==> src/rtl/fetch_flush_controller.sv <==
// Fetch flush/redirect controller.
// Arbitrates trap, branch-mispredict, ITLB-miss, I-cache-miss and
// instruction-buffer-full events into a single registered flush pulse and
// stalls fetch until the miss or full condition resolves.
// Optional feature: define RAFI_FETCH_STALL_COUNTER_EN to build the 32-bit
// stall cycle counter; without it stallCycles is tied to zero.
module fetch_flush_controller #(
   parameter int unsigned           ADDR_WIDTH = 32,
   parameter logic [ADDR_WIDTH-1:0] RESET_PC   = ADDR_WIDTH'(32'h8000_0000)
) (
   input  logic                  clk,
   input  logic                  rst,
   input  logic                  trapValid,
   input  logic [ADDR_WIDTH-1:0] trapVector,
   input  logic                  branchValid,
   input  logic [ADDR_WIDTH-1:0] branchTarget,
   input  logic                  itlbMissValid,
   input  logic [ADDR_WIDTH-1:0] itlbMissPc,
   input  logic                  itlbRefillDone,
   input  logic                  icacheMissValid,
   input  logic [ADDR_WIDTH-1:0] icacheMissPc,
   input  logic                  icacheRefillDone,
   input  logic                  bufferFullValid,
   input  logic [ADDR_WIDTH-1:0] bufferFullPc,
   input  logic                  bufferHasSpace,
   output logic                  flushValid,
   output logic [2:0]            flushReason,
   output logic [ADDR_WIDTH-1:0] flushPc,
   output logic                  fetchStall,
   output logic [31:0]           stallCycles
);

   typedef logic [ADDR_WIDTH-1:0] vaddr_t;

   typedef enum logic [1:0] {
      IDLE        = 2'd0,
      WAIT_ITLB   = 2'd1,
      WAIT_ICACHE = 2'd2,
      WAIT_BUFFER = 2'd3
   } state_e;

   typedef enum logic [2:0] {
      RSN_NONE         = 3'h0,
      RSN_BRANCH       = 3'h1,
      RSN_TRAP         = 3'h2,
      RSN_ITLB_MISS    = 3'h4,
      RSN_ICACHE_MISS  = 3'h5,
      RSN_BUFFER_FULL  = 3'h6
   } flush_reason_e;

   state_e        state_q, state_d;
   logic          flush_valid_q, flush_valid_d;
   flush_reason_e flush_reason_q, flush_reason_d;
   vaddr_t        flush_pc_q, flush_pc_d;

   // Next-state and flush selection: trap/branch win everywhere, misses only from IDLE.
   always_comb begin
      // NOTE: every output of this block gets a default first, so no path can infer a latch.
      state_d        = state_q;
      flush_valid_d  = 1'b0;
      flush_reason_d = RSN_NONE;
      flush_pc_d     = flush_pc_q;

      if (trapValid) begin
         flush_valid_d  = 1'b1;
         flush_reason_d = RSN_TRAP;
         flush_pc_d     = trapVector;
         state_d        = IDLE;
      end else if (branchValid) begin
         flush_valid_d  = 1'b1;
         flush_reason_d = RSN_BRANCH;
         flush_pc_d     = branchTarget;
         state_d        = IDLE;
      end else begin
         case (state_q)
            IDLE: begin
               if (itlbMissValid) begin
                  flush_valid_d  = 1'b1;
                  flush_reason_d = RSN_ITLB_MISS;
                  flush_pc_d     = itlbMissPc;
                  state_d        = WAIT_ITLB;
               end else if (icacheMissValid) begin
                  flush_valid_d  = 1'b1;
                  flush_reason_d = RSN_ICACHE_MISS;
                  flush_pc_d     = icacheMissPc;
                  state_d        = WAIT_ICACHE;
               end else if (bufferFullValid) begin
                  flush_valid_d  = 1'b1;
                  flush_reason_d = RSN_BUFFER_FULL;
                  flush_pc_d     = bufferFullPc;
                  state_d        = WAIT_BUFFER;
               end
            end
            // Wait states only listen for their own release; fetch resumes at flushPc silently.
            WAIT_ITLB:   if (itlbRefillDone)   state_d = IDLE;
            WAIT_ICACHE: if (icacheRefillDone) state_d = IDLE;
            WAIT_BUFFER: if (bufferHasSpace)   state_d = IDLE;
            default:     state_d = IDLE;
         endcase
      end
   end

   // State and registered flush outputs.
   always_ff @(posedge clk or posedge rst) begin
      if (rst) begin
         // NOTE: every control register is reset, and flush_pc_q to RESET_PC, so fetch restarts from a known PC.
         state_q        <= IDLE;
         flush_valid_q  <= 1'b0;
         flush_reason_q <= RSN_NONE;
         flush_pc_q     <= RESET_PC;
      end else begin
         // NOTE: sequential state uses non-blocking assignments so all registers update together.
         state_q        <= state_d;
         flush_valid_q  <= flush_valid_d;
         flush_reason_q <= flush_reason_d;
         flush_pc_q     <= flush_pc_d;
      end
   end

   assign flushValid  = flush_valid_q;
   assign flushReason = flush_reason_q;
   assign flushPc     = flush_pc_q;
   assign fetchStall  = (state_q != IDLE);

`ifdef RAFI_FETCH_STALL_COUNTER_EN
   logic [31:0] stall_cnt_q;

   // Count every cycle fetch is stalled; wraps naturally at 2^32.
   always_ff @(posedge clk or posedge rst) begin
      if (rst) begin
         stall_cnt_q <= 32'd0;
      end else if (fetchStall) begin
         stall_cnt_q <= stall_cnt_q + 32'd1;
      end
   end

   assign stallCycles = stall_cnt_q;
`else
   assign stallCycles = 32'd0;
`endif

endmodule

==> config.mk <==
export PLATFORM = sky130hd
export DESIGN_NAME = fetch_flush_controller
export DESIGN_NICKNAME = d
export VERILOG_FILES = /design/src/rtl/fetch_flush_controller.sv
export SDC_FILE = /design/constraint.sdc
export NUM_CORES = 1
export LEC_CHECK = 0
export ABC_AREA = 1
export ABC_CLOCK_PERIOD_IN_PS = 1200
export CORE_ASPECT_RATIO = 1.4
export CORE_MARGIN = 3
export CORE_UTILIZATION = 31
export CTS_CLUSTER_DIAMETER = 80
export DETAILED_ROUTE_END_ITERATION = 12
export GPL_TIMING_DRIVEN = 1
export PLACE_DENSITY_LB_ADDON = 0.15
export SETUP_SLACK_MARGIN = 0.05
export SYNTH_ARGS = -nofsm -noshare
export SYNTH_HDL_FRONTEND = slang
export SYNTH_SLANG_ARGS = --single-unit
==> constraint.sdc <==
create_clock -name clk -period 1.2 [get_ports clk]
set_input_delay 0.24 -clock clk [delete_from_list [all_inputs] [get_ports clk]]
set_output_delay 0.24 -clock clk [all_outputs]
set_load 0.02 [all_outputs]
* Yosys cells after proc, flatten, opt, wreduce, memory -nomap -nowiden *
Index checks and enable logic that the tools add are counted.

cells by class
  eq/ne operators = 7
  muxes and demuxes = 27
  reduce and logical (&&, ||, !) cells = 6

operators by type and width
  kind                                                             number
  32-bit 2-to-1 mux                                                6
  3-bit 2-to-1 mux                                                 6
  2-bit 2-to-1 mux                                                 8
  4-bit inequality test, second input constant                     3
  2-bit one-hot mux with 4 select lines                            1
  1-bit 2-to-1 mux                                                 6
  6-bit inequality test, second input constant                     1
  5-bit nonzero test                                               1
  2-bit == test, second input constant                             2
  4-bit AND reduction                                              1
  3-bit nonzero test                                               1
  2-bit by 1-bit == test with 1-bit output, second input constant  1
  2-bit zero test                                                  1
  2-bit AND reduction                                              1
  2-bit nonzero test                                               1

word-level totals
  register bits after elaboration = 38
  bits of input ports = 170
  output and inout bits = 69
  word-level logic and storage cells = 44

* Depth between registers and ports, before layout *
Gate-level depths: netlist of the first run.

  word-level depth = 6
  mapped depth = 9
  gate-level depth less buffers = 7

* Worst setup path after synthesis of the first run *
Ideal clock, no wire load.

  path type = register to register
  start = reg state_q[1]
  end = reg flush_pc_q[0] (netlist: flushPc[0])
  setup time = 0.116 ns
  data arrival time = 1.140 ns
  required time = 1.084 ns
  path slack = -0.056 ns
  stages on the path, launching flop included = 9
  path buffers = 2
  period minus slack after synthesis = 1.256 ns
  cells stage by stage = dfrtp_1 > nor2_4 > inv_2 > nand2_1 > nand2_1 > buf_6 > buf_4 > nand2_1 > nand2_1

between the ends
  longest elaborated chain between the ends = 3

RTL lines
  item                           RTL line  source
  from (decl)                    51        state_e state_q, state_d;
  from (signal assigned)         113       state_q <= state_d;
  2-bit zero test                75        case (state_q)
  3-bit nonzero test (no line)   n/a
  2-bit AND reduction (no line)  n/a
  to (signal assigned)           116       flush_pc_q <= flush_pc_d;
  to (decl)                      54        vaddr_t flush_pc_q, flush_pc_d;

No other way between the ends.
A chain may end at the register's enable or synchronous reset.

* Worst setup path after layout of the first run *
  start = reg state_q[0]
  end = reg flush_pc_q[19] (netlist: flushPc[19])

Same word-level chain as after synthesis.

==> out/metrics.cfg, run 1 <==
[synthesis]
synth-xor-area-share=0
synthesis.area_mm2=0.00312
synth_simple_gate_area_share=0.489
yosysWarningCount=0
netlist_instances=524
synth.mux.area_fraction=0
synth-adder-area-share=0
combinational_family_with_the_most_area_after_synthesis=simple AND/OR/NAND/NOR gates
post_synth.cell_area_avg_um2=5.96
synthDominantAreaCellType=sky130_fd_sc_hd__dfrtp_1
synth_top_cells_by_area=sky130_fd_sc_hd__dfrtp_1 (30%), sky130_fd_sc_hd__nand2_1 (28%), sky130_fd_sc_hd__nand3_1 (11%)
synth.yosys.seq_area_share=0.305
synth_compound_gate_area_share=0.0585
synth_ff_type=sky130_fd_sc_hd__dfrtp_1
postSynth.asyncResetShare=1.00
netlist-cell-type-count=20
synth_edf_count=0
yosysTopAreaCellShare=0.296
synth-seq-cells=38

[route]
viasPerCell=4.75
drt_wl_total_um=13700
detail_route.wl_per_cell_um=15.7
num_vias=4149
firstDrtPassIters=4
drt-initial-drc-count=151
post-route-drc-count=0
antenna_left=0

[cells_and_area]
finalNonFillerCells=873
most-common-layout-cells=sky130_fd_sc_hd__nand2_1 (230), sky130_fd_sc_hd__clkdlybuf4s50_1 (165), sky130_fd_sc_hd__nand3_1 (68), sky130_fd_sc_hd__dfrtp_1 (37), sky130_fd_sc_hd__buf_2 (36)
finalNetCount=910
mostFrequentLayoutCell=sky130_fd_sc_hd__nand2_1
multi_input_area_mm2=0.00214
layout.area.seq_um2=952
area.growth.synth_to_final_pct=85.2
antennaDiodeCount=0
fillerInstances=952
post_route_cells_drive_above_1_share=0.181

[critical_path]
crit_path_cell_trace=nor2_4, inv_2, buf_6, nand2_8, nand2_8, clkbuf_16, nor2_4, nand2_1, nand2_1
worstSetupEndpointType=flop
slowest_stage=sky130_fd_sc_hd__dfrtp_1
critPathMaxFanout=8
worst-r2r-cell-count=9
rr_startpoint=state_q[0]$_DFFE_PP0P_
max_stage_delay_ns=0.40
worst_ep_required_time_ns=1.43
endpoint=flushPc[19]$_DFFE_PP0P_
critical_path_class=reg2reg
timing.rr.end=flushPc[19]$_DFFE_PP0P_
crit_start=state_q[0]$_DFFE_PP0P_
worstPathArrival_ns=1.55
critical_path.startpoint_type=flop
minimum_setup_slack_among_reg_to_reg_paths_ns=-0.12

[hold_path]
hold_class=in2async

[sta]
unrepaired_setup_endpoints_after_global_routing=yes
fin_worst_skew_ns=0.00474
worst_path_setup_slack_after_routing_ns=-0.120
final.period_utilization=1.10
upper_clock_frequency_limit_mhz=758
finalSetupViolations=33
timing.final.max_slew_violations=0
finalWorstPathRequiredPeriod_ns=1.32
hold_viol_final=0

[power]
cellPowerDensity_mw_per_mm2=868
power_leakage_nw=2.71
totalPowerFinal_mw=5.02
worst_ir_drop_vdd_v=0.000578

[clocking]
cts.reportedPaths.clkPinSlew_ns=0.06
insertion_delay_ns=0.28
cts_sinks=38
cts.path.max_buffers=2
tritoncts=yes
cts_buffers=5
hold_buffers_post_cts=0
cts-root-buf=sky130_fd_sc_hd__clkbuf_16
cts_max_level=2

[floorplanning]
fp.dieArea_mm2=0.0113
num_rows=42
chipWidth_um=90.8
num_io_pins=239
core_area_mm2=0.00962
initial_standard_cell_utilization_of_the_core=0.325
die_h_um=125

[place]
placed_insts=857
dp_worst_setup_slack_ns=-0.618
finalWeightedCongestion=0.842
portBuffers=206
hpwlAfterDp_um=9920

[grt]
overflow_after_grt=0
number_of_antenna_violations_at_the_first_check_in_global_routing=0
wire_length_of_the_first_global_routing_pass_um=19600
first_global_vias=3861
grt_start_max_net_pins=39
groute.usage.overall=0.217

[status]
status=complete, but fails checks
violated_checks=negative setup slack

[run]
drv.max_cap_violation_count=0

## registers in the layout (all words and copies together) (netlist names)
| signal | cells |
|---|---|
| flushPc | 32 |
| flushReason | 3 |
| flushValid | 1 |
| state_q | 2 |
## synth_stat cells, types with 2 or more instances
cell,instances
sky130_fd_sc_hd__buf_4,36
sky130_fd_sc_hd__nand2_1,236
sky130_fd_sc_hd__nor2_4,2
sky130_fd_sc_hd__inv_2,2
sky130_fd_sc_hd__a21oi_1,34
sky130_fd_sc_hd__inv_1,6
sky130_fd_sc_hd__buf_6,3
sky130_fd_sc_hd__nand3_1,69
sky130_fd_sc_hd__clkbuf_1,6
sky130_fd_sc_hd__dfrtp_1,37
sky130_fd_sc_hd__buf_1,6
sky130_fd_sc_hd__buf_2,16
sky130_fd_sc_hd__nor2_1,64
## through the flow
stage | util | hold slack [ns] | setup TNS (ns) | area [um2]
after floorplan | - | 0.400 | -1.29 | 3250
after CTS | 0.560 | 0.323 | -3.09 | 5380
after global placement | 0.554 | 0.457 | -19.47 | 5330
after global routing | 0.602 | 0.357 | -5.01 | 5790
final | 0.602 | 0.308 | -2.92 | 5790
after detailed placement | 0.554 | 0.462 | -22.14 | 5330
## where the power goes
part	total (mW)	leakage, nW	internal, mW	switching, mW
Clock	1.50	0.0836	0.972	0.528
Combinational	2.02	2.18	0.986	1.03
Sequential	1.51	0.444	1.43	0.0795
## layout make-up
class / count / area share
multi-input cells: 443 / 0.369
flip-flops and latches: 38 / 0.165
inverters: 8 / 0.00606
clock inverters: 3 / 0.00692
clock buffers: 5 / 0.0216
well taps: 132 / 0.0285
repair buffers: 244 / 0.403
## repair_timing
item                       in CTS  in global routing
setup endpoints to repair      75                 40
cloned                          1                  7
pin swaps                       1                 36
gates resized for setup       157                 80
buffers inserted                1                  1
## worst min path at each step
stage                               endpoint  slack (ns)
finish                  flushValid$_DFF_PP0_        0.31
global route         flushPc[21]$_DFFE_PP0P_        0.36
CTS                     flushValid$_DFF_PP0_        0.32
detailed placement    flushPc[1]$_DFFE_PP0P_        0.46
global placement      flushPc[5]$_DFFE_PP0P_        0.46
floorplan           flushReason[1]$_DFF_PP0_        0.40
## cell families after synthesis
kind of cell / Yosys count
AND/OR/NAND/NOR: 374
buffers and inverters: 75
flip-flops: 38
AO/OA/AOI/OAI: 36
other: 1
## per-layer routing
layer	vias to the layer above	global-route usage	wire, um
met2	184	0.408	7310
li1	2018	-	-
met1	1917	0.223	4880
met4	0	0.0835	415
met3	30	0.0604	1130
met5	-	0	0
## worst max-delay path: cells and delay by family, from the launching register on
kind / cells / cell delay [ns]
flops: 1 / 0.40
simple gates: 6 / 0.48
buf+inv: 3 / 0.37
(Power assumes the default switching activity.)
==> inputs of run 2 (changes only) <==
--- a/config.mk
+++ b/config.mk
@@ -12,7 +12,8 @@
 export CORE_UTILIZATION = 31
 export CTS_CLUSTER_DIAMETER = 80
 export DETAILED_ROUTE_END_ITERATION = 12
-export GPL_TIMING_DRIVEN = 1
+export GPL_TIMING_DRIVEN = 0
+export HOLD_SLACK_MARGIN = 0.1
 export PLACE_DENSITY_LB_ADDON = 0.15
 export SETUP_SLACK_MARGIN = 0.05
 export SYNTH_ARGS = -nofsm -noshare
==> run 2 against run 1 <==
  * The flow still finishes with violations (negative setup slack)
  * Sequential power about the same
  * Clock power fell by 11%
  * Flip-flop and latch count is the same
  * Critical path type is now in2reg
  * Largest cell class unchanged
  * Largest power group unchanged
==> out/metrics.cfg, run 2 (synthesized netlist as in run 1, its figures left out) <==
[status]
status=complete, but fails checks  ; unchanged
violated_checks=negative setup slack  ; unchanged

[sta]
finalWorstPathRequiredPeriod_ns=1.30  ; was 1.32 ns
worstMarginPinSlew_ns=0.816
unrepaired_setup_endpoints_after_global_routing=yes  ; unchanged
finalSetupViolations=33  ; unchanged
upper_clock_frequency_limit_mhz=772  ; was 758 MHz
final.period_utilization=1.08  ; was 1.10
worst_path_setup_slack_after_routing_ns=-0.0950  ; was -0.120 ns
hold_viol_final=0  ; unchanged
slew-limit-headroom=0.456
fin_worst_skew_ns=0.00279  ; was 0.00474 ns
timing.final.max_slew_violations=0  ; unchanged

[grt]
grt_start_max_net_pins=39  ; unchanged
first_global_vias=4211  ; was 3,861
overflow_after_grt=0  ; unchanged
number_of_antenna_violations_at_the_first_check_in_global_routing=0  ; unchanged
wire_length_of_the_first_global_routing_pass_um=21000  ; was 19,600 um
groute.usage.overall=0.232  ; was 0.217

[cells_and_area]
number_of_flip_flops_under_the_largest_register_name=32  ; unchanged
fillerInstances=947  ; was 952
antennaDiodeCount=0  ; unchanged
finalNonFillerCells=902  ; was 873
post_route_cells_drive_above_1_share=0.174  ; was 0.181
most-common-layout-cells=sky130_fd_sc_hd__nand2_1 (231), sky130_fd_sc_hd__clkdlybuf4s50_1 (165), sky130_fd_sc_hd__nand3_1 (68), sky130_fd_sc_hd__buf_2 (50), sky130_fd_sc_hd__nor2_1 (47)  ; was sky130_fd_sc_hd__nand2_1 (230), sky130_fd_sc_hd__clkdlybuf4s50_1 (165), sky130_fd_sc_hd__nand3_1 (68), sky130_fd_sc_hd__dfrtp_1 (37), sky130_fd_sc_hd__buf_2 (36)
area.growth.synth_to_final_pct=80.0  ; was 85.2%
finalNetCount=939  ; was 910
mostFrequentLayoutCell=sky130_fd_sc_hd__nand2_1  ; unchanged

[floorplanning]
num_rows=42  ; unchanged
chipWidth_um=90.8  ; unchanged
num_io_pins=239  ; unchanged
initial_standard_cell_utilization_of_the_core=0.325  ; unchanged
die_h_um=125  ; unchanged
fp.dieArea_mm2=0.0113  ; unchanged
core_area_mm2=0.00962  ; unchanged

[critical_path]
critical_path_class=in2reg  ; was reg2reg
worst_ep_required_time_ns=1.37  ; was 1.43 ns
rr_startpoint=state_q[0]$_DFFE_PP0P_  ; unchanged
critical_path.startpoint_type=input port  ; was flop
path_buf_inv=4  ; was 3
cp_top_family=buffers and inverters  ; was simple AND/OR/NAND/NOR gates
worstSetupEndpointType=flop  ; unchanged
crit_path_frequent_cell=sky130_fd_sc_hd__nand2_1
minimum_setup_slack_among_reg_to_reg_paths_ns=-0.1  ; was -0.12 ns
critPathMaxFanout=8  ; unchanged
slowest_stage=sky130_fd_sc_hd__clkdlybuf4s50_1  ; was sky130_fd_sc_hd__dfrtp_1
worstPathArrival_ns=1.47  ; was 1.55 ns
max_stage_delay_ns=0.43  ; was 0.40 ns
worst-r2r-cell-count=9  ; unchanged
crit_path_cell_trace=clkdlybuf4s50_1, inv_1, nand3_2, nand2_4, buf_12, clkbuf_16, nor2_4, nand2_1, nand2_1  ; was nor2_4, inv_2, buf_6, nand2_8, nand2_8, clkbuf_16, nor2_4, nand2_1, nand2_1
timing.rr.end=flushPc[30]$_DFFE_PP0P_  ; was flushPc[19]$_DFFE_PP0P_

[clocking]
insertion_delay_ns=0.28  ; about the same
tritoncts=yes  ; unchanged
cts.path.max_buffers=2  ; unchanged
cts_sinks=38  ; unchanged
cts.reportedPaths.clkPinSlew_ns=0.06  ; about the same
cts_max_level=2  ; unchanged
cts-root-buf=sky130_fd_sc_hd__clkbuf_16  ; unchanged
cts_buffers=5  ; unchanged

[place]
hpwlAfterDp_um=10500  ; was 9920 um
placed_insts=889  ; was 857
dp_worst_setup_slack_ns=-0.384  ; was -0.618 ns
portBuffers=202  ; was 206
finalWeightedCongestion=0.848  ; was 0.842

[power]
worst_ir_drop_vdd_v=0.000452  ; was 0.000578 V
power_leakage_nw=2.74  ; was 2.71 nW
cellPowerDensity_mw_per_mm2=848  ; was 868 mW/mm2

[hold_path]
cells_on_worst_hold_path=5
min_from=trapValid
hold_class=in2reg  ; was in2async
min_to=flushPc[12]$_DFFE_PP0P_

[route]
firstDrtPassIters=4  ; unchanged
post-route-drc-count=0  ; unchanged
viasPerCell=4.65  ; was 4.75
drt-initial-drc-count=148  ; was 151
detail_route.wl_per_cell_um=15.0  ; was 15.7 um
num_vias=4190  ; was 4,149
drt_wl_total_um=13500  ; was 13,700 um
antenna_left=0  ; unchanged

[run]
drv.max_cap_violation_count=0  ; unchanged

## run 2: layer usage
| layer | routed length (um) | GRT usage | up-vias |
|---|---|---|---|
| met3 | 1150 | 0.0610 | 25 |
| met2 | 7080 | 0.430 | 192 |
| li1 | - | - | 2070 |
| met4 | 433 | 0.105 | 0 |
| met1 | 4840 | 0.241 | 1903 |
| met5 | 0 | 0 | - |
## run 2: layout make-up
type                       instances  area, um2  area share
multi-input combinational        442       1940       0.346
timing repair buffer             207       1920       0.342
sequential                        38        952       0.169
buffer                            67        462      0.0821
tap                              132        165      0.0294
clock buffer                       7        143      0.0254
inverter                           8       30.0     0.00534
clock inverter                     1       5.00    0.000890
## run 2: worst max path at each step
stage,startpoint,to,slack [ns],depth (start not counted)
after floorplan,state_q[0]$_DFFE_PP0P_,flushPc[15]$_DFFE_PP0P_,-0.05,9
after global placement,rst,flushPc[9]$_DFFE_PP0P_,-0.83,2
after detailed placement,bufferFullValid,flushPc[30]$_DFFE_PP0P_,-0.38,9
after CTS,state_q[1]$_DFFE_PP0P_,flushPc[30]$_DFFE_PP0P_,-0.07,9
after global routing,state_q[0]$_DFFE_PP0P_,flushPc[20]$_DFFE_PP0P_,-0.16,9
final,bufferFullValid,flushPc[19]$_DFFE_PP0P_,-0.1,9
## run 2: what timing repair did
item / CTS / global route
gates cloned: 0 / 1
setup endpoints to repair: 70 / 38
gates resized for setup: 155 / 32
hold buffers: 0 / 0
pin swaps: 7 / 7
setup buffers: 4 / 0
## run 2: through the flow
stage / setup TNS, ns / total power [mW] / area [um2] / hold slack, ns / util
global route: -4.45 / 5.05 / 5620 / 0.430 / 0.585
global placement: -42.51 / 3.49 / 5440 / 0.456 / 0.566
floorplan: -1.29 / 2.46 / 3250 / 0.400 / -
detailed placement: -17.16 / 3.51 / 5440 / 0.457 / 0.566
finish: -1.53 / 4.77 / 5620 / 0.400 / 0.585
CTS: -1.03 / 4.76 / 5500 / 0.388 / 0.572
## run 2: report_power, final
group          total, mW  leakage, nW  switching, mW  internal (mW)
combinational       1.93         2.22          0.982          0.949
clock               1.33       0.0739          0.505          0.823
sequential          1.51        0.444         0.0791           1.43
## run 2: worst min-delay path: cells and delay by family
kind,cells,cell delay (ns)
AO/OA/AOI/OAI,1,0.06
buffers and inverters,1,0.20
AND/OR/NAND/NOR,3,0.15
==> inputs of run 3 (changes only) <==
--- a/config.mk
+++ b/config.mk
@@ -7,7 +7,7 @@
 export LEC_CHECK = 0
 export ABC_AREA = 1
 export ABC_CLOCK_PERIOD_IN_PS = 1200
-export CORE_ASPECT_RATIO = 1.4
+export CORE_ASPECT_RATIO = 0.9
 export CORE_MARGIN = 3
 export CORE_UTILIZATION = 31
 export CTS_CLUSTER_DIAMETER = 80
==> run 3 against run 2 <==
  * The flow still finishes with violations (negative setup slack)
  * Worst hold slack worse by 0.024 ns
  * First-iteration DRC count is 91% higher
  * Register-to-register slack about the same
  * Cell area down 0.16%
  * Critical path depth did not move
  * Clock power down 18%
  * Clock-buffer cell count unchanged
  * Sequential power barely moved
  * Sequential share of layout area barely moved
  * Flip-flop and latch count is the same
  * Critical endpoint is now flushPc[16]$_DFFE_PP0P_
  * Largest power group unchanged
==> out/metrics.cfg, run 3 (synthesized netlist as in run 1, its figures left out) <==
[cells_and_area]
stdcell_area_mm2=0.00562  ; about the same
mostFrequentLayoutCell=sky130_fd_sc_hd__nand2_1  ; unchanged
postLayoutCoreUtil=0.576  ; was 0.585
area.growth.synth_to_final_pct=79.7  ; was 80.0%
finalNetCount=940  ; was 939
most-common-layout-cells=sky130_fd_sc_hd__nand2_1 (227), sky130_fd_sc_hd__clkdlybuf4s50_1 (165), sky130_fd_sc_hd__nand3_1 (68), sky130_fd_sc_hd__buf_2 (51), sky130_fd_sc_hd__nor2_1 (47)  ; was sky130_fd_sc_hd__nand2_1 (231), sky130_fd_sc_hd__clkdlybuf4s50_1 (165), sky130_fd_sc_hd__nand3_1 (68), sky130_fd_sc_hd__buf_2 (50), sky130_fd_sc_hd__nor2_1 (47)
number_of_flip_flops_under_the_largest_register_name=32  ; unchanged
post_route_cells_drive_above_1_share=0.185  ; was 0.174
antennaDiodeCount=0  ; unchanged
fillerInstances=960  ; was 947

[clocking]
cts.reportedPaths.clkPinSlew_ns=0.08  ; was 0.06 ns
cts_buffers=5  ; unchanged
cts-root-buf=sky130_fd_sc_hd__clkbuf_8  ; was sky130_fd_sc_hd__clkbuf_16
cts.path.max_buffers=2  ; unchanged
cts_max_level=2  ; unchanged
tritoncts=yes  ; unchanged
insertion_delay_ns=0.29  ; was 0.28 ns
cts_sinks=38  ; unchanged

[critical_path]
minimum_setup_slack_among_reg_to_reg_paths_ns=-0.08  ; was -0.1 ns
crit_path_cell_trace=nor2_4, inv_2, nand2_2, nand2_4, buf_12, clkbuf_16, nor2_4, nand2_1, nand2_1  ; was clkdlybuf4s50_1, inv_1, nand3_2, nand2_4, buf_12, clkbuf_16, nor2_4, nand2_1, nand2_1
critPathMaxFanout=7  ; was 8
rr_startpoint=state_q[0]$_DFFE_PP0P_  ; unchanged
timing.rr.end=flushPc[16]$_DFFE_PP0P_  ; was flushPc[30]$_DFFE_PP0P_
worst_ep_required_time_ns=1.43  ; was 1.37 ns
worstPathArrival_ns=1.52  ; was 1.47 ns
worst-r2r-cell-count=9  ; unchanged
slowest_stage=sky130_fd_sc_hd__dfrtp_1  ; was sky130_fd_sc_hd__clkdlybuf4s50_1
critical_path.startpoint_type=flop  ; was input port
critical_path_class=reg2reg  ; was in2reg
worstSetupEndpointType=flop  ; unchanged
max_stage_delay_ns=0.41  ; was 0.43 ns

[floorplanning]
num_io_pins=239  ; unchanged
core_area_mm2=0.00974  ; was 0.00962 mm2
num_rows=34  ; was 42
chipWidth_um=112  ; was 90.8 um
fp.dieArea_mm2=0.0113  ; about the same
die_h_um=101  ; was 125 um
initial_standard_cell_utilization_of_the_core=0.321  ; was 0.325

[hold_path]
cells_on_worst_hold_path=5  ; unchanged
min_from=trapValid  ; unchanged
hold_class=in2reg  ; unchanged
min_to=flushPc[14]$_DFFE_PP0P_  ; was flushPc[12]$_DFFE_PP0P_

[sta]
worst_path_setup_slack_after_routing_ns=-0.0846  ; was -0.0950 ns
finalWorstPathRequiredPeriod_ns=1.28  ; was 1.30 ns
slew-limit-headroom=0.439  ; was 0.456
hold_viol_final=0  ; unchanged
upper_clock_frequency_limit_mhz=778  ; was 772 MHz
timing.final.max_slew_violations=0  ; unchanged
finalSetupViolations=33  ; unchanged
worstMarginPinSlew_ns=0.841  ; was 0.816 ns
fin_worst_skew_ns=0.0102  ; was 0.00279 ns
unrepaired_setup_endpoints_after_global_routing=yes  ; unchanged
final.period_utilization=1.07  ; was 1.08

[grt]
first_global_vias=4014  ; was 4,211
groute.usage.overall=0.229  ; was 0.232
wire_length_of_the_first_global_routing_pass_um=20600  ; was 21,000 um
number_of_antenna_violations_at_the_first_check_in_global_routing=0  ; unchanged
grt_use_met2=0.401  ; was 0.430
grt.busiest_layer=met2  ; unchanged
groute.layer.met3.usage=0.0579  ; was 0.0610
grt_start_max_net_pins=39  ; unchanged
overflow_after_grt=0  ; unchanged
met1_track_utilization_from_global_routing=0.278  ; was 0.241

[route]
drt-initial-drc-count=283  ; was 148
num_vias=4121  ; was 4,190
drt_wl_total_um=13500  ; about the same
antenna_left=0  ; unchanged
firstDrtPassIters=4  ; unchanged
detail_route.wl_per_cell_um=15.1  ; was 15.0 um
viasPerCell=4.59  ; was 4.65
post-route-drc-count=0  ; unchanged

[power]
internal-power_mw=3.01  ; was 3.20 mW
switchingPower_mw=1.55  ; was 1.57 mW
worst_ir_drop_vdd_v=0.000425  ; was 0.000452 V
sw_frac_of_total=0.340  ; was 0.328
totalPowerFinal_mw=4.56  ; was 4.77 mW
seq_power_share=0.331  ; was 0.316
comb_power_share=0.430  ; was 0.405
clock_power_share=0.239  ; was 0.279
cellPowerDensity_mw_per_mm2=812  ; was 848 mW/mm2
power_leakage_nw=2.73  ; was 2.74 nW

[status]
violated_checks=negative setup slack  ; unchanged
status=complete, but fails checks  ; unchanged

[place]
place_area_mm2=0.00543  ; was 0.00544 mm2
finalWeightedCongestion=0.893  ; was 0.848
portBuffers=202  ; unchanged
hpwlAfterDp_um=10700  ; was 10,500 um

[run]
drv.max_cap_violation_count=0  ; unchanged

-- run 3: cell count changes in the layout (fill, tap and decap cells not counted), sizes merged --
cell and change:
buf +1, bufinv +1, clkbuf +2, clkdlybuf4s15 -2, clkinv -1
-- run 3: layout make-up --
cell class / count / area, um2 / area share
clock inverter: 1 / 30.0 / 0.00535
buffer: 67 / 469 / 0.0836
timing repair buffer: 208 / 1930 / 0.343
tap: 126 / 158 / 0.0281
multi-input combinational: 442 / 1970 / 0.351
sequential: 38 / 952 / 0.170
clock buffer: 7 / 76.3 / 0.0136
inverter: 8 / 30.0 / 0.00535
-- run 3: timing repair --
| action | in CTS | in global routing |
|---|---|---|
| pin swaps | 1 | 16 |
| setup buffers | 3 | 1 |
| cloned | 1 | 2 |
| hold buffers | 0 | 0 |
| endpoints found under the setup margin | 70 | 39 |
| gates resized for setup | 157 | 51 |
-- run 3: per-layer routing --
metal / routed length, um / vias to the layer above
met1: 5430 / 1837
met5: 0 / -
met3: 1180 / 20
met2: 6660 / 192
met4: 260 / 0
li1: - / 2072
-- run 3: critical path: cells and delay by family, from the launching register on --
family	cells	cell delay, ns
buffers and inverters	3	0.36
DFF	1	0.41
and+or+nand+nor	6	0.44
-- run 3: power groups by stage --
| stage | Clock [mW] | Sequential, mW | Combinational (mW) |
|---|---|---|---|
| after floorplan | 0 | 1.70 | 0.759 |
| after global placement | 0 | 1.53 | 1.97 |
| after detailed placement | 0 | 1.53 | 1.98 |
| after CTS | 1.11 | 1.50 | 1.88 |
| after global routing | 1.17 | 1.53 | 2.13 |
| final | 1.09 | 1.51 | 1.96 |
-- run 3: metrics by stage --
stage	hold WS, ns	std cells	setup WS [ns]	setup TNS [ns]
floorplan	0.400	555	-0.0528	-1.29
global placement	0.456	883	-0.796	-40.31
detailed placement	0.457	883	-0.348	-15.89
CTS	0.366	895	-0.0745	-1.37
global route	0.403	897	-0.142	-3.56
finish	0.375	897	-0.0846	-1.55
-- run 3: worst max path at each step --
stage                                 from                      end  slack (ns)  depth (start not counted)
finish              state_q[0]$_DFFE_PP0P_  flushPc[16]$_DFFE_PP0P_       -0.08                          9
global route        state_q[0]$_DFFE_PP0P_  flushPc[22]$_DFFE_PP0P_       -0.14                          9
CTS                 state_q[1]$_DFFE_PP0P_  flushPc[15]$_DFFE_PP0P_       -0.07                          9
detailed placement           itlbMissValid  flushPc[19]$_DFFE_PP0P_       -0.35                          8
global placement                       rst   flushPc[7]$_DFFE_PP0P_       -0.80                          2
floorplan           state_q[0]$_DFFE_PP0P_  flushPc[15]$_DFFE_PP0P_       -0.05                          9
==> edit 1, RTL diff (config.mk and constraints of run 2) <==
Encoding of `state_e`: now Gray code (2 bits for 4 states).
--- a/src/rtl/fetch_flush_controller.sv
+++ b/src/rtl/fetch_flush_controller.sv
@@ -33,10 +33,10 @@
    typedef logic [ADDR_WIDTH-1:0] vaddr_t;
 
    typedef enum logic [1:0] {
-      IDLE        = 2'd0,
-      WAIT_ITLB   = 2'd1,
-      WAIT_ICACHE = 2'd2,
-      WAIT_BUFFER = 2'd3
+      IDLE        = 2'b00,
+      WAIT_ITLB   = 2'b01,
+      WAIT_ICACHE = 2'b11,
+      WAIT_BUFFER = 2'b10
    } state_e;
 
    typedef enum logic [2:0] {
Check against the original RTL: same outputs for any inputs over 10 cycles, from zero or initial values and one cycle with rst high; not proved beyond that.
==> edit 1 against run 2 <==
- the flow still finishes with violations (setup timing)
- setup slack worse by 0.027 ns
- cell area down 0.85%
- total power rose by 8.2%
- first-iteration DRC count rose by 35%
- synthesized area decreased by 0.44%
- hold slack worse by 0.070 ns
- die area fell by 0.42%
- sequential share of layout area grew 0.14 points
- clock power rose by 33%
- routed wire length decreased by 2.3%
- sequential cell count unchanged
- core utilization fell by 0.49 points
- highest routed layer unchanged
==> edit 1: results (changes against run 2) <==
.. list-table::
   :header-rows: 1

   * - Metric
     - Value
   * - Share of final-layout standard cells stronger than drive strength 1
     - 0.159 (-0.0153)
   * - Setup TNS
     - -3.36 ns (-1.83 ns)
   * - IR drop worst, VDD
     - 0.765 mV (+69%)
   * - Flip-flop count of the largest register, all copies and words added
     - 32 (unchanged)
   * - Vias in the first global route
     - 4106 (-2.5%)
   * - Total leakage power
     - 2.71 nW (-1.0%)
   * - Setup skew after layout
     - 0.00232 ns (-0.000463 ns)
   * - Placed cell area
     - 5410 sq um (-0.46%)
   * - Max stage delay on crit path
     - around 0.42 ns
   * - Portion of the post-synthesis area used by sequential elements
     - 0.306 (+0.00135)
   * - Hold Path Class
     - in2reg
   * - N_diodes
     - 0 (unchanged)
   * - Post-route worst setup slack
     - -0.122 ns (-0.0272 ns)
   * - Length of the first detailed-routing pass in iterations
     - 4 (unchanged)
   * - Cts bufs inserted
     - 5 (unchanged)
   * - Per-cell via count in the routed design
     - 4.55 (-2.1%)
   * - Initial antenna violation count
     - 0 (unchanged)
   * - CP max-delay cell
     - dfrtp_1
   * - Largest cells by area after synthesis
     - dfrtp_1, nand2_1, nand3_1
   * - CTS Root Buffer Type
     - clkbuf_16
   * - Max Fanout on Critical Path
     - 10 (+2)
   * - Run status
     - finished, violations left
   * - Count of maximum capacitance violations
     - 0 (unchanged)
   * - Clock slew at reported path FFs
     - 0.06 ns (about the same)
   * - Pre-CTS setup slack
     - -0.408 ns (-0.0238 ns)
   * - Clock latency at the later pin of the worst-skew pair
     - 0.28 ns (about the same)
   * - GPL Wtd Cong
     - 0.889 (+4.8%)
   * - Slew Limit Headroom
     - 0.447 (-0.00928)
   * - Violations in the final reports
     - setup timing
   * - Average wire per cell in the routed design
     - 14.5 um (-2.9%)
   * - Setup-failing EPs final
     - 35 (+6.1%)
   * - Count of different cell masters after synthesis
     - 18 (-10%)
   * - Share of flip-flops with an asynchronous set or reset
     - 1.00 (unchanged)
   * - Detailed Route Iter0 Violations
     - 200 (+35%)
   * - Pin count of the biggest net entering global routing
     - 39 (unchanged)
   * - NumNets Final
     - 944 (+0.53%)
   * - Global-route wire length before repair
     - 20600 um (-1.8%)
   * - Final-layout worst hold slack
     - 0.330 ns (-0.0699 ns)
   * - Most common library cells after synthesis
     - nand2_1, nor2_1, nand3_1
   * - PortBufs
     - 202 (unchanged)
   * - Maximum level of the CTS H-tree
     - 2 (unchanged)
   * - Detail Placement HPWL
     - 10500 um (about the same)
   * - Number of warnings reported in the yosys synthesis log
     - 0 (unchanged)
   * - Total Routing Usage GR
     - 0.228 (-0.00446)
   * - Most used DFF post-synth
     - dfrtp_1
   * - Maximum buffer depth of the clock tree
     - 2 (unchanged)
-- edit 1: changes by cell type after synthesis, sizes merged, moves of 3 or more --
cell and delta:
buf -8, clkbuf +8, nor2 +4, clkinv +3
-- edit 1: power by group --
part | total [mW] | leakage, nW | switching (mW) | internal [mW]
sequential | 1.51 | 0.444 | 0.0756 | 1.43
clock | 1.77 | 0.0971 | 0.526 | 1.25
combinational | 1.88 | 2.17 | 0.948 | 0.929
total | 5.16 | 2.71 | 1.55 | 3.61
-- edit 1: cells by family after synthesis --
family	Yosys count	synth area share
flip-flops	38	0.306
AND/OR/NAND/NOR	376	0.486
buffers and inverters	77	0.150
AO/OA/AOI/OAI	35	0.0563
other	1	0.00121
-- edit 1: layer usage --
metal / vias to the layer above / GRT usage / share of wire
met5: - / 0 / 0
met4: 0 / 0.0748 / 0.028
met3: 23 / 0.0671 / 0.082
met2: 168 / 0.421 / 0.52
met1: 1857 / 0.244 / 0.37
li1: 2077 / - / -
-- edit 1: per-stage QoR --
step,std cells,util
after CTS,908,0.577
after floorplan,558,-
after detailed placement,892,0.563
final,907,0.580
after global placement,892,0.563
after global routing,907,0.580
-- edit 1: worst max-delay path, delay by kind of cell, from the launching register on --
kind | cells | cell delay [ns]
DFF | 1 | 0.42
buffers and inverters | 3 | 0.35
and+or+nand+nor | 6 | 0.48
-- edit 1: path summary, 6_finish.rpt --
| kind | end | cells past startpoint | from |
|---|---|---|---|
| hold / removal | state_q[0] | 5 | itlbMissValid |
| setup reg to reg | flushPc[30] | 9 | state_q[1] |
| min in group asynchronous | flushPc[0] | 2 | rst |
| setup / recovery | flushPc[30] | 9 | state_q[1] |
| max in group asynchronous | flushPc[27] | 2 | rst |
| hold reg to reg | flushPc[1] | 2 | flushPc[1] |
-- edit 1: area by class of cell --
class	instances	area, sq um
fillers	977	4040
repair buffers	209	1900
multi-input cells	443	1860
flip-flops and latches	38	952
plain buffers	67	454
well taps	132	165
clock buffers	6	139
clock inverters	2	60.1
inverters	10	37.5
-- edit 1: timing repair --
item                       CTS  global route
setup endpoints to repair   71            41
gates resized for setup    160            15
pin swaps                    2             5
buffers inserted             7             1
gates cloned                 1             0
==> edit 2, RTL diff (flow settings as in run 2) <==
Made on the original files. Build with the macro `RAFI_FETCH_STALL_COUNTER_EN` defined.
--- a/src/rtl/fetch_flush_controller.sv
+++ b/src/rtl/fetch_flush_controller.sv
@@ -4,6 +4,8 @@
 // stalls fetch until the miss or full condition resolves.
 // Optional feature: define RAFI_FETCH_STALL_COUNTER_EN to build the 32-bit
 // stall cycle counter; without it stallCycles is tied to zero.
+`define RAFI_FETCH_STALL_COUNTER_EN
+
 module fetch_flush_controller #(
    parameter int unsigned           ADDR_WIDTH = 32,
    parameter logic [ADDR_WIDTH-1:0] RESET_PC   = ADDR_WIDTH'(32'h8000_0000)
Formal check against the unedited RTL: not equivalent (Yosys sat finds a counterexample within 4 cycles, from zero or initial values and one cycle with rst high).
==> edit 2 against run 2 <==
- hold slack got worse by 0.18 ns
- routed wire length increased by 43%
- die area is 35% higher
- synthesized area up 38%
- total power up 88%
- setup slack got worse by 0.17 ns
- largest power group is now the clock network
- cell area increased by 50%
- the flow still finishes with violations (setup timing)
- critical path depth is 1 lower
- largest cell class unchanged
- core utilization up 4.3 points
- clock skew is 0.0054 ns higher
- sequential cell count is 32 higher
- count of clock-buffer cells in the layout increased by 4
- maximum frequency down 12%
==> edit 2: results (changes against run 2) <==
.. list-table::
   :header-rows: 1

   * - Metric
     - Value
   * - Run status
     - finished, violations left
   * - Violations in the final reports
     - setup timing
   * - Post-route worst setup slack
     - -0.270 ns (-0.175 ns)
   * - IR drop worst, VDD
     - 0.704 mV (+56%)
   * - Placed cell area
     - 7060 sq um (+30%)
   * - Setup skew after layout
     - 0.00823 ns (+0.00544 ns)
   * - Detailed Route Iter0 Violations
     - 177 (+20%)
   * - Pin count of the biggest net entering global routing
     - 33 (-15%)
   * - Post-Syn Area per Cell
     - 6.75 sq um (+13%)
   * - Max stage delay on crit path
     - 0.41 ns (-0.02 ns)
   * - Wire length reported by the detailed router
     - 19300 um (+43%)
   * - Cell count after placement
     - 1058 (+19%)
   * - Average wire per cell in the routed design
     - 16.9 um (+13%)
   * - Transition time at the pin with the least slew margin
     - 0.545 ns (-0.271 ns)
   * - Maximum level of the CTS H-tree
     - 3 (+1)
   * - Pre-CTS setup slack
     - -0.905 ns (-0.521 ns)
   * - Setup-failing EPs final
     - 78 (+140%)
   * - Data arrival time of the critical path
     - 1.74 ns (+0.27 ns)
   * - Total Routing Usage GR
     - 0.238 (+0.00563)
   * - CP max-delay cell
     - dfrtp_2
   * - GPL Wtd Cong
     - 0.915 (+7.8%)
   * - Worst setup startpoint
     - stallCycles[0]
   * - Cts bufs inserted
     - 9 (+4)
   * - Vias in the first global route
     - 5589 (+33%)
   * - Global-route wire length before repair
     - 29000 um (+38%)
   * - Most common library cells after synthesis
     - nand2_1, dfrtp_1, nor2_1
-- edit 2: changes by cell type in the layout (fill, tap and decap cells not counted), sizes merged, moves of 33 or more --
cell,before,now
nand4,1,48
inv,8,45
nand3,69,22
buf,100,152
a21oi,34,1
nand2,236,283
-- edit 2: cell families (layout without fill, tap and decap cells) --
family | after synthesis | in the layout | share of synthesized area
AND/OR/NAND/NOR | 436 | 436 | 0.428
flip-flops | 70 | 70 | 0.407
XOR/XNOR | 12 | 12 | 0.0244
AO/OA/AOI/OAI | 41 | 41 | 0.0576
buffers and inverters | 77 | 398 | 0.0797
adder cells (fa/ha/maj) | 1 | 1 | 0.00291
-- edit 2: worst register-to-register path, delay by kind of cell (launching register included) --
family,cells,cell delay (ns)
adder cells (fa/ha/maj),1,0.16
buffers and inverters,1,0.15
flip-flops,1,0.41
AND/OR/NAND/NOR,6,0.68
-- edit 2: layout make-up --
| cell class | instances | area [sq um] | share of cell area |
|---|---|---|---|
| repair buffers | 305 | 2980 | 0.353 |
| multi-input cells | 490 | 2630 | 0.312 |
| flip-flops and latches | 70 | 1780 | 0.211 |
| plain buffers | 31 | 288 | 0.0341 |
| clock buffers | 11 | 253 | 0.0300 |
| well taps | 182 | 228 | 0.0270 |
| inverters | 46 | 179 | 0.0212 |
| clock inverters | 5 | 105 | 0.0125 |
-- edit 2: final timing paths --
| path | to | slack (ns) | cells past startpoint |
|---|---|---|---|
| max | stallCycles[30] | -0.27 | 8 |
| min | flushPc[21] | 0.22 | 2 |
| max reg2reg | stallCycles[30] | -0.27 | 8 |
| min reg2reg | flushPc[23] | 0.47 | 2 |
| max in group asynchronous | stallCycles[3] | 0.27 | 4 |
| min in group clk | flushPc[19] | 0.31 | 5 |
-- edit 2: metal layers --
metal,global-route usage,share of wire,up-vias,wire length (um)
li1,-,-,2697,-
met1,0.247,0.34,2597,6620
met2,0.448,0.55,224,10500
met3,0.0697,0.076,35,1470
met4,0.0830,0.033,0,629
met5,0,0,-,0
-- edit 2: timing repair --
item / in CTS / in global routing
pin swaps: 26 / 30
gates cloned: 3 / 2
gates resized for setup: 431 / 109
endpoints found under the setup margin: 137 / 111
hold buffers: 0 / 0
setup buffers: 41 / 24
-- edit 2: power breakdown --
part | total, mW | internal (mW) | switching [mW]
Combinational | 2.94 | 1.57 | 1.38
Clock | 3.17 | 2.14 | 1.03
Sequential | 2.83 | 2.62 | 0.213
